`src/rtl/mem_lsu.sv`:
```
// mem_lsu -- MEM-stage load/store unit.
//
// Takes the EX ALU result as the effective byte address and register2 as
// store data. Runs one req/ack transaction per legal access on a 32-bit
// word-addressed bus with byte enables, then returns sign- or zero-extended
// load data to writeback. The upstream pipeline is held while a transaction
// is outstanding. Misaligned or illegal-size accesses and bus timeouts are
// reported alongside o_valid.
//
// Ports:
//   i_clk, i_rst          clock; synchronous active-high reset
//   i_valid               EX holds a valid instruction this cycle
//   i_MemRead/i_MemWrite  load / store (load wins when both are set)
//   i_funct3              size/sign: 000 B, 001 H, 010 W, 100 BU, 101 HU
//   i_ALUResult           effective byte address
//   i_register2           store data
//   o_stall               upstream holds its pipeline register
//   o_valid               one-cycle completion pulse
//   o_ReadData            extended load data (0 for stores/non-mem/errors)
//   o_misaligned, o_fault error flags, qualified by o_valid
//   o_mem_*               bus request side (word address, byte enables)
//   i_mem_ack, i_mem_rdata bus response side
module mem_lsu #(
    parameter int unsigned MAX_WAIT = 15
) (
    input  logic        i_clk,
    input  logic        i_rst,
    input  logic        i_valid,
    input  logic        i_MemRead,
    input  logic        i_MemWrite,
    input  logic [2:0]  i_funct3,
    input  logic [31:0] i_ALUResult,
    input  logic [31:0] i_register2,
    output logic        o_stall,
    output logic        o_valid,
    output logic [31:0] o_ReadData,
    output logic        o_misaligned,
    output logic        o_fault,
    output logic        o_mem_req,
    output logic        o_mem_we,
    output logic [31:0] o_mem_addr,
    output logic [31:0] o_mem_wdata,
    output logic [3:0]  o_mem_be,
    input  logic        i_mem_ack,
    input  logic [31:0] i_mem_rdata
);

    typedef enum logic [1:0] {
        IDLE,
        BUSY,
        DONE
    } state_t;

    localparam logic [2:0] F3_B  = 3'b000;
    localparam logic [2:0] F3_H  = 3'b001;
    localparam logic [2:0] F3_W  = 3'b010;
    localparam logic [2:0] F3_BU = 3'b100;
    localparam logic [2:0] F3_HU = 3'b101;

    // Counter value seen in the last BUSY cycle before the access is aborted.
    localparam logic [7:0] LAST_WAIT = 8'(MAX_WAIT - 1);

    state_t      state;
    state_t      state_next;

    // Request decode (current EX instruction)
    logic        is_load;
    logic        is_store;
    logic        is_access;
    logic        funct3_ok;
    logic        aligned;
    logic        accept;
    logic        quick_done;
    logic [3:0]  be_calc;
    logic [31:0] wdata_calc;

    // Latched transaction
    logic [29:0] word_q;
    logic [1:0]  lane_q;
    logic [2:0]  funct3_q;
    logic        we_q;
    logic [3:0]  be_q;
    logic [31:0] wdata_q;
    logic [7:0]  wait_cnt;

    // Completion
    logic        ack_hit;
    logic        timeout;
    logic [7:0]  byte_sel;
    logic [15:0] half_sel;
    logic [31:0] load_ext;
    logic        valid_q;
    logic        misaligned_q;
    logic        fault_q;
    logic [31:0] read_data_q;

    // ------------------------------------------------------------------
    // Decode of the instruction presented by EX
    // ------------------------------------------------------------------
    // NOTE: every signal assigned in an always_comb gets a default first so
    // no path leaves it unassigned and no latch is inferred.
    always_comb begin
        is_load    = i_MemRead;
        is_store   = i_MemWrite && !i_MemRead;
        is_access  = is_load || is_store;

        funct3_ok  = 1'b0;
        case (i_funct3)
            F3_B, F3_H, F3_W: funct3_ok = 1'b1;
            F3_BU, F3_HU:     funct3_ok = is_load;  // unsigned sizes are load-only
            default:          funct3_ok = 1'b0;
        endcase

        // Byte-size defaults; H and W override below.
        aligned    = 1'b1;
        be_calc    = 4'b0001 << i_ALUResult[1:0];
        wdata_calc = {4{i_register2[7:0]}};
        case (i_funct3[1:0])
            2'b01: begin
                aligned    = !i_ALUResult[0];
                be_calc    = i_ALUResult[1] ? 4'b1100 : 4'b0011;
                wdata_calc = {2{i_register2[15:0]}};
            end
            2'b10: begin
                aligned    = (i_ALUResult[1:0] == 2'b00);
                be_calc    = 4'b1111;
                wdata_calc = i_register2;
            end
            default: ;
        endcase

        accept     = (state == IDLE) && i_valid && is_access && funct3_ok && aligned;
        // Non-memory ops and rejected accesses finish without touching the bus.
        quick_done = (state == IDLE) && i_valid && !accept;
    end

    assign ack_hit = (state == BUSY) && i_mem_ack;
    // An ack arriving in the final wait cycle still wins over the timeout.
    assign timeout = (state == BUSY) && !i_mem_ack && (wait_cnt == LAST_WAIT);

    // ------------------------------------------------------------------
    // Load data lane selection and extension
    // ------------------------------------------------------------------
    always_comb begin
        case (lane_q)
            2'd0:    byte_sel = i_mem_rdata[7:0];
            2'd1:    byte_sel = i_mem_rdata[15:8];
            2'd2:    byte_sel = i_mem_rdata[23:16];
            default: byte_sel = i_mem_rdata[31:24];
        endcase
        half_sel = lane_q[1] ? i_mem_rdata[31:16] : i_mem_rdata[15:0];

        case (funct3_q)
            F3_B:    load_ext = {{24{byte_sel[7]}}, byte_sel};
            F3_BU:   load_ext = {24'd0, byte_sel};
            F3_H:    load_ext = {{16{half_sel[15]}}, half_sel};
            F3_HU:   load_ext = {16'd0, half_sel};
            F3_W:    load_ext = i_mem_rdata;
            default: load_ext = 32'd0;
        endcase
        if (we_q) begin
            load_ext = 32'd0;  // stores return nothing to writeback
        end
    end

    // ------------------------------------------------------------------
    // FSM next state
    // ------------------------------------------------------------------
    always_comb begin
        state_next = state;
        case (state)
            IDLE:    if (accept) state_next = BUSY;
            BUSY:    if (ack_hit || timeout) state_next = DONE;
            DONE:    state_next = IDLE;  // no acceptance: EX still shows the finished op
            default: state_next = IDLE;
        endcase
    end

    // ------------------------------------------------------------------
    // State and registers
    // ------------------------------------------------------------------
    // NOTE: sequential state uses non-blocking assignments so every register
    // samples pre-edge values regardless of statement order.
    always_ff @(posedge i_clk) begin
        if (i_rst) begin
            // NOTE: the latched transaction is reset too, because every
            // output (including the bus fields) must read 0 after reset.
            state        <= IDLE;
            word_q       <= '0;
            lane_q       <= '0;
            funct3_q     <= '0;
            we_q         <= 1'b0;
            be_q         <= '0;
            wdata_q      <= '0;
            wait_cnt     <= '0;
            valid_q      <= 1'b0;
            misaligned_q <= 1'b0;
            fault_q      <= 1'b0;
            read_data_q  <= '0;
        end else begin
            state   <= state_next;
            valid_q <= quick_done || ack_hit || timeout;

            if (accept) begin
                word_q   <= i_ALUResult[31:2];
                lane_q   <= i_ALUResult[1:0];
                funct3_q <= i_funct3;
                we_q     <= is_store;
                be_q     <= be_calc;
                wdata_q  <= wdata_calc;
                wait_cnt <= '0;
            end else if (state == BUSY) begin
                wait_cnt <= wait_cnt + 8'd1;
            end

            // Result fields only change on a completion, so they hold
            // their value until the next o_valid.
            if (quick_done) begin
                read_data_q  <= '0;
                misaligned_q <= is_access;
                fault_q      <= 1'b0;
            end else if (ack_hit) begin
                read_data_q  <= load_ext;
                misaligned_q <= 1'b0;
                fault_q      <= 1'b0;
            end else if (timeout) begin
                read_data_q  <= '0;
                misaligned_q <= 1'b0;
                fault_q      <= 1'b1;
            end
        end
    end

    // ------------------------------------------------------------------
    // Outputs
    // ------------------------------------------------------------------
    assign o_stall      = accept || (state == BUSY);
    assign o_valid      = valid_q;
    assign o_ReadData   = read_data_q;
    assign o_misaligned = misaligned_q;
    assign o_fault      = fault_q;
    assign o_mem_req    = (state == BUSY);
    assign o_mem_we     = we_q;
    assign o_mem_addr   = {word_q, 2'b00};
    assign o_mem_wdata  = wdata_q;
    assign o_mem_be     = be_q;

endmodule

```
`config.mk`:
```
export PLATFORM = sky130hd
export DESIGN_NAME = mem_lsu
export DESIGN_NICKNAME = d
export VERILOG_FILES = /design/src/rtl/mem_lsu.sv
export SDC_FILE = /design/constraint.sdc
export NUM_CORES = 1
export LEC_CHECK = 0
export ABC_CLOCK_PERIOD_IN_PS = 2800
export CAP_MARGIN = 20
export CORE_ASPECT_RATIO = 1.2
export CORE_UTILIZATION = 39
export DETAILED_ROUTE_END_ITERATION = 16
export GPL_TIMING_DRIVEN = 1
export HOLD_SLACK_MARGIN = 0.03
export PLACE_DENSITY = 0.77
export SLEW_MARGIN = 20
export SYNTH_ARGS = -nofsm -noshare
export SYNTH_HDL_FRONTEND = slang
export SYNTH_SLANG_ARGS = --single-unit
```
`constraint.sdc`:
```
create_clock -name i_clk -period 2.8 [get_ports i_clk]
set_input_delay 0.84 -clock i_clk [delete_from_list [all_inputs] [get_ports i_clk]]
set_output_delay 0.84 -clock i_clk [all_outputs]
set_load 0.01 [all_outputs]
```
==> impl_metrics.ini <==
[outcome]
status = finished, final reports clean

[yosys]
syn_inst = 609
netlist.area_leader.share = 0.456
avgSynthCellArea_um2 = 8.43
yosys.cell_types.count = 49
async_flop_share = 0
syn_area_um2 = 5130
synthTopCellsByArea = dfxtp_1 (46%), nand2_1 (11%), a21oi_1 (6.3%)
yosys_warnings = 0
synth_edf_count = 0
yosys.area.top_type = dfxtp_1
synth_seq_cells = 117
yosys_most_used_dff = dfxtp_1
yosysSeqAreaShare = 0.456

[cts]
htreeDepth = 4
cts_buffer_depth = 2
cts_hold_buf = 0
clkLatencyLatePin_ns = 0.41
clkTransAtPathRegs_ns = 0.06
cts.sinks = 117
cts_tree = yes
cts_buffers = 17
cts_root_buf = clkbuf_16

[setup_path]
cp-start-kind = primary input
worst_ep_required_time_ns = 1.96
crit_type = primary input to output pin
crit_fanout = 4
cp-end-kind = output pin
cp_data_arrival_time_ns = 1.92

[global_route]
grtUsageTotal = 0.238
grt_max_degree = 80
grt_pass1_vias = 5162
grt_pass1_wl_um = 25500
grt_overflow = 0
grt_antenna_before_repair = 1

[timing]
final_hold_viol_count = 0
worstMarginPinSlew_ns = 0.756
rsz0062_at_grt = no
fin_crit_sh = 0.987
min_period_ns = 2.76
setup_viol = 0
slew_headroom = 0.496
finClkSkew_ns = 0.0160
max_freq_mhz = 362
drv_slew = 0
setup_tns_ns = 0

[power]
clkPwrFrac = 0.460
power.density_nw_per_um2 = 555
irDropWorstVdd_mv = 0.376
p_leak_nw = 2.85
p_sw_frac = 0.262
power_frac_seq = 0.389
internal_power_w = 0.00333
combPwrFrac = 0.151
p_sw_w = 0.00118
total_power_w = 0.00451

[floorplan]
die_h_um = 128
fp.dieArea_um2 = 13600
start_util = 0.403
die_w_um = 107
ios = 211
rows = 45
core_area_um2 = 12700

[detailed_routing]
drt-total-wl_um = 15900
antenna_left = 0
detail_route.drc_violations = 0
vias_per_cell = 5.30
drt_iter0_drc = 263
firstDrtPassIters = 8
wl_per_cell_um = 15.8
vias = 5317

[cells_and_area]
layout.cells.non_filler = 1003
fill_cells = 1093
post-route-util = 0.639
nets = 935
area_growth_pct = 58.3
fin_area_um2 = 8130
drive_above_1_share = 0.125

[placement]
dp_hpwl_um = 11700
dpl.cell_count = 969
routabilityCongestion = 0.844
post_dp_cell_area_um2 = 7490
io_buffer_count = 208

[worst_hold_path]
hold_path.class = flip-flop to flip-flop

[flow_run]
max-cap-violations = 0
-- power by group through the flow --
stage | combinational, W | sequential [W] | clock, W
5_1_grt | 0.000731 | 0.00176 | 0.00220
2_1_floorplan | 0.000287 | 0.00181 | 0
3_5_place_dp | 0.000666 | 0.00179 | 0
4_1_cts | 0.000673 | 0.00175 | 0.00212
3_3_place_gp | 0.000657 | 0.00179 | 0
6_report | 0.000680 | 0.00175 | 0.00208
-- worst max-delay path, cell delays in order --
cell      delay, ns
clkbuf_4       0.16
inv_6          0.04
ha_4           0.30
nand2b_4       0.06
o32a_4         0.22
nand3_4        0.09
nand2b_4       0.05
buf_4          0.15
-- layout make-up --
type	count	area [µm²]	area share
clock buffers	17	425	0.0524
inverters	6	35.0	0.00431
flip-flops and latches	117	2340	0.288
clock inverters	15	148	0.0182
multi-input cells	439	2590	0.319
repair buffers	244	2380	0.293
diodes	1	2.50	0.000308
well taps	164	205	0.0253
-- final timing paths --
| check | depth (start not counted) | slack, ns | to | start |
|---|---|---|---|---|
| setup / recovery | 8 | 0.04 | o_stall | i_funct3[1] |
| hold / removal | 2 | 0.46 | word_q[29] | word_q[29] |
| setup reg to reg | 6 | 0.83 | o_ReadData[21] | state[0] |
| hold reg to reg | 2 | 0.46 | word_q[29] | word_q[29] |
-- repair_timing --
item	CTS	global route
endpoints found under the setup margin	72	1
endpoints found under the hold margin	0	0
setup buffers	1	0
resized for setup	20	5
cloned	0	0
-- cells in the final DEF (no fill, tap or decap), types with 2 or more instances in the layout --
| cell | count |
|---|---|
| conb_1 | 2 |
| nand2b_4 | 2 |
| dlygate4sd2_1 | 2 |
| nand3_1 | 2 |
| inv_1 | 3 |
| a221oi_1 | 31 |
| nand4_1 | 2 |
| nor3_2 | 8 |
| a21oi_1 | 65 |
| a31oi_1 | 16 |
| nand2_1 | 146 |
| xor2_1 | 5 |
| inv_6 | 6 |
| nor2b_1 | 13 |
| or2_2 | 2 |
| o21ai_0 | 19 |
| dfxtp_1 | 117 |
| clkinvlp_4 | 3 |
| clkbuf_16 | 17 |
| nor2_1 | 41 |
| nor3b_1 | 3 |
| mux2i_1 | 8 |
| clkdlybuf4s50_1 | 202 |
| xnor2_1 | 2 |
| clkinv_4 | 4 |
| ha_1 | 2 |
| buf_12 | 3 |
| inv_8 | 2 |
| a2bb2oi_1 | 7 |
| nor3_1 | 21 |
| buf_4 | 34 |
| ha_4 | 2 |
| a2111oi_4 | 2 |
| nand2b_1 | 2 |
| or3_1 | 8 |
| a211oi_1 | 5 |
-- cell usage after synthesis (all sizes together), types with 2 or more instances --
cell type / number
xnor2: 2
ha: 5
clkbuf: 17
or2: 2
a211oi: 6
o21ai: 20
or3: 8
nand2b: 4
nor2b: 14
a221oi: 31
nor3: 29
buf: 31
nand3: 3
nor2: 41
a2111oi: 2
xor2: 5
and3: 2
a31oi: 16
nand3b: 2
nor3b: 5
dfxtp: 117
inv: 5
a2bb2oi: 8
a21oi: 65
mux2i: 8
nand4: 2
nand2: 146
-- through the flow --
stage               hold WS, ns  setup slack [ns]
detailed placement        0.450            -0.906
CTS                       0.460            0.0116
finish                    0.456            0.0362
floorplan                 0.444           0.00135
global placement          0.442            -0.860
global route              0.478           0.00220
-- sequential cells by signal (all words and copies together), names as in the netlist --
signal / count
o_mem_we: 1
o_mem_wdata: 32
o_fault: 1
lane_q: 2
wait_cnt: 8
o_ReadData: 32
funct3_q: 3
word_q: 30
o_misaligned: 1
o_valid: 1
state: 2
o_mem_be: 4
-- metal layers --
layer	global-route usage	wire length (µm)	vias to the layer above
met5	0	0	-
met3	0.0859	1520	34
met2	0.413	7940	259
li1	-	-	2560
met1	0.260	5960	2464
met4	0.102	452	0
-- cell families (layout without fill, tap and decap cells) --
logic type	count (synthesis)	after routing	share of synthesized area
compound gates	154	154	0.206
xor+xnor	7	7	0.0119
fa+ha+maj	5	5	0.0122
buf+inv	54	282	0.0578
flops	117	117	0.456
mux	9	9	0.0178
other cells	1	3	0.000730
simple gates	262	262	0.238
(Power assumes the default switching activity.)
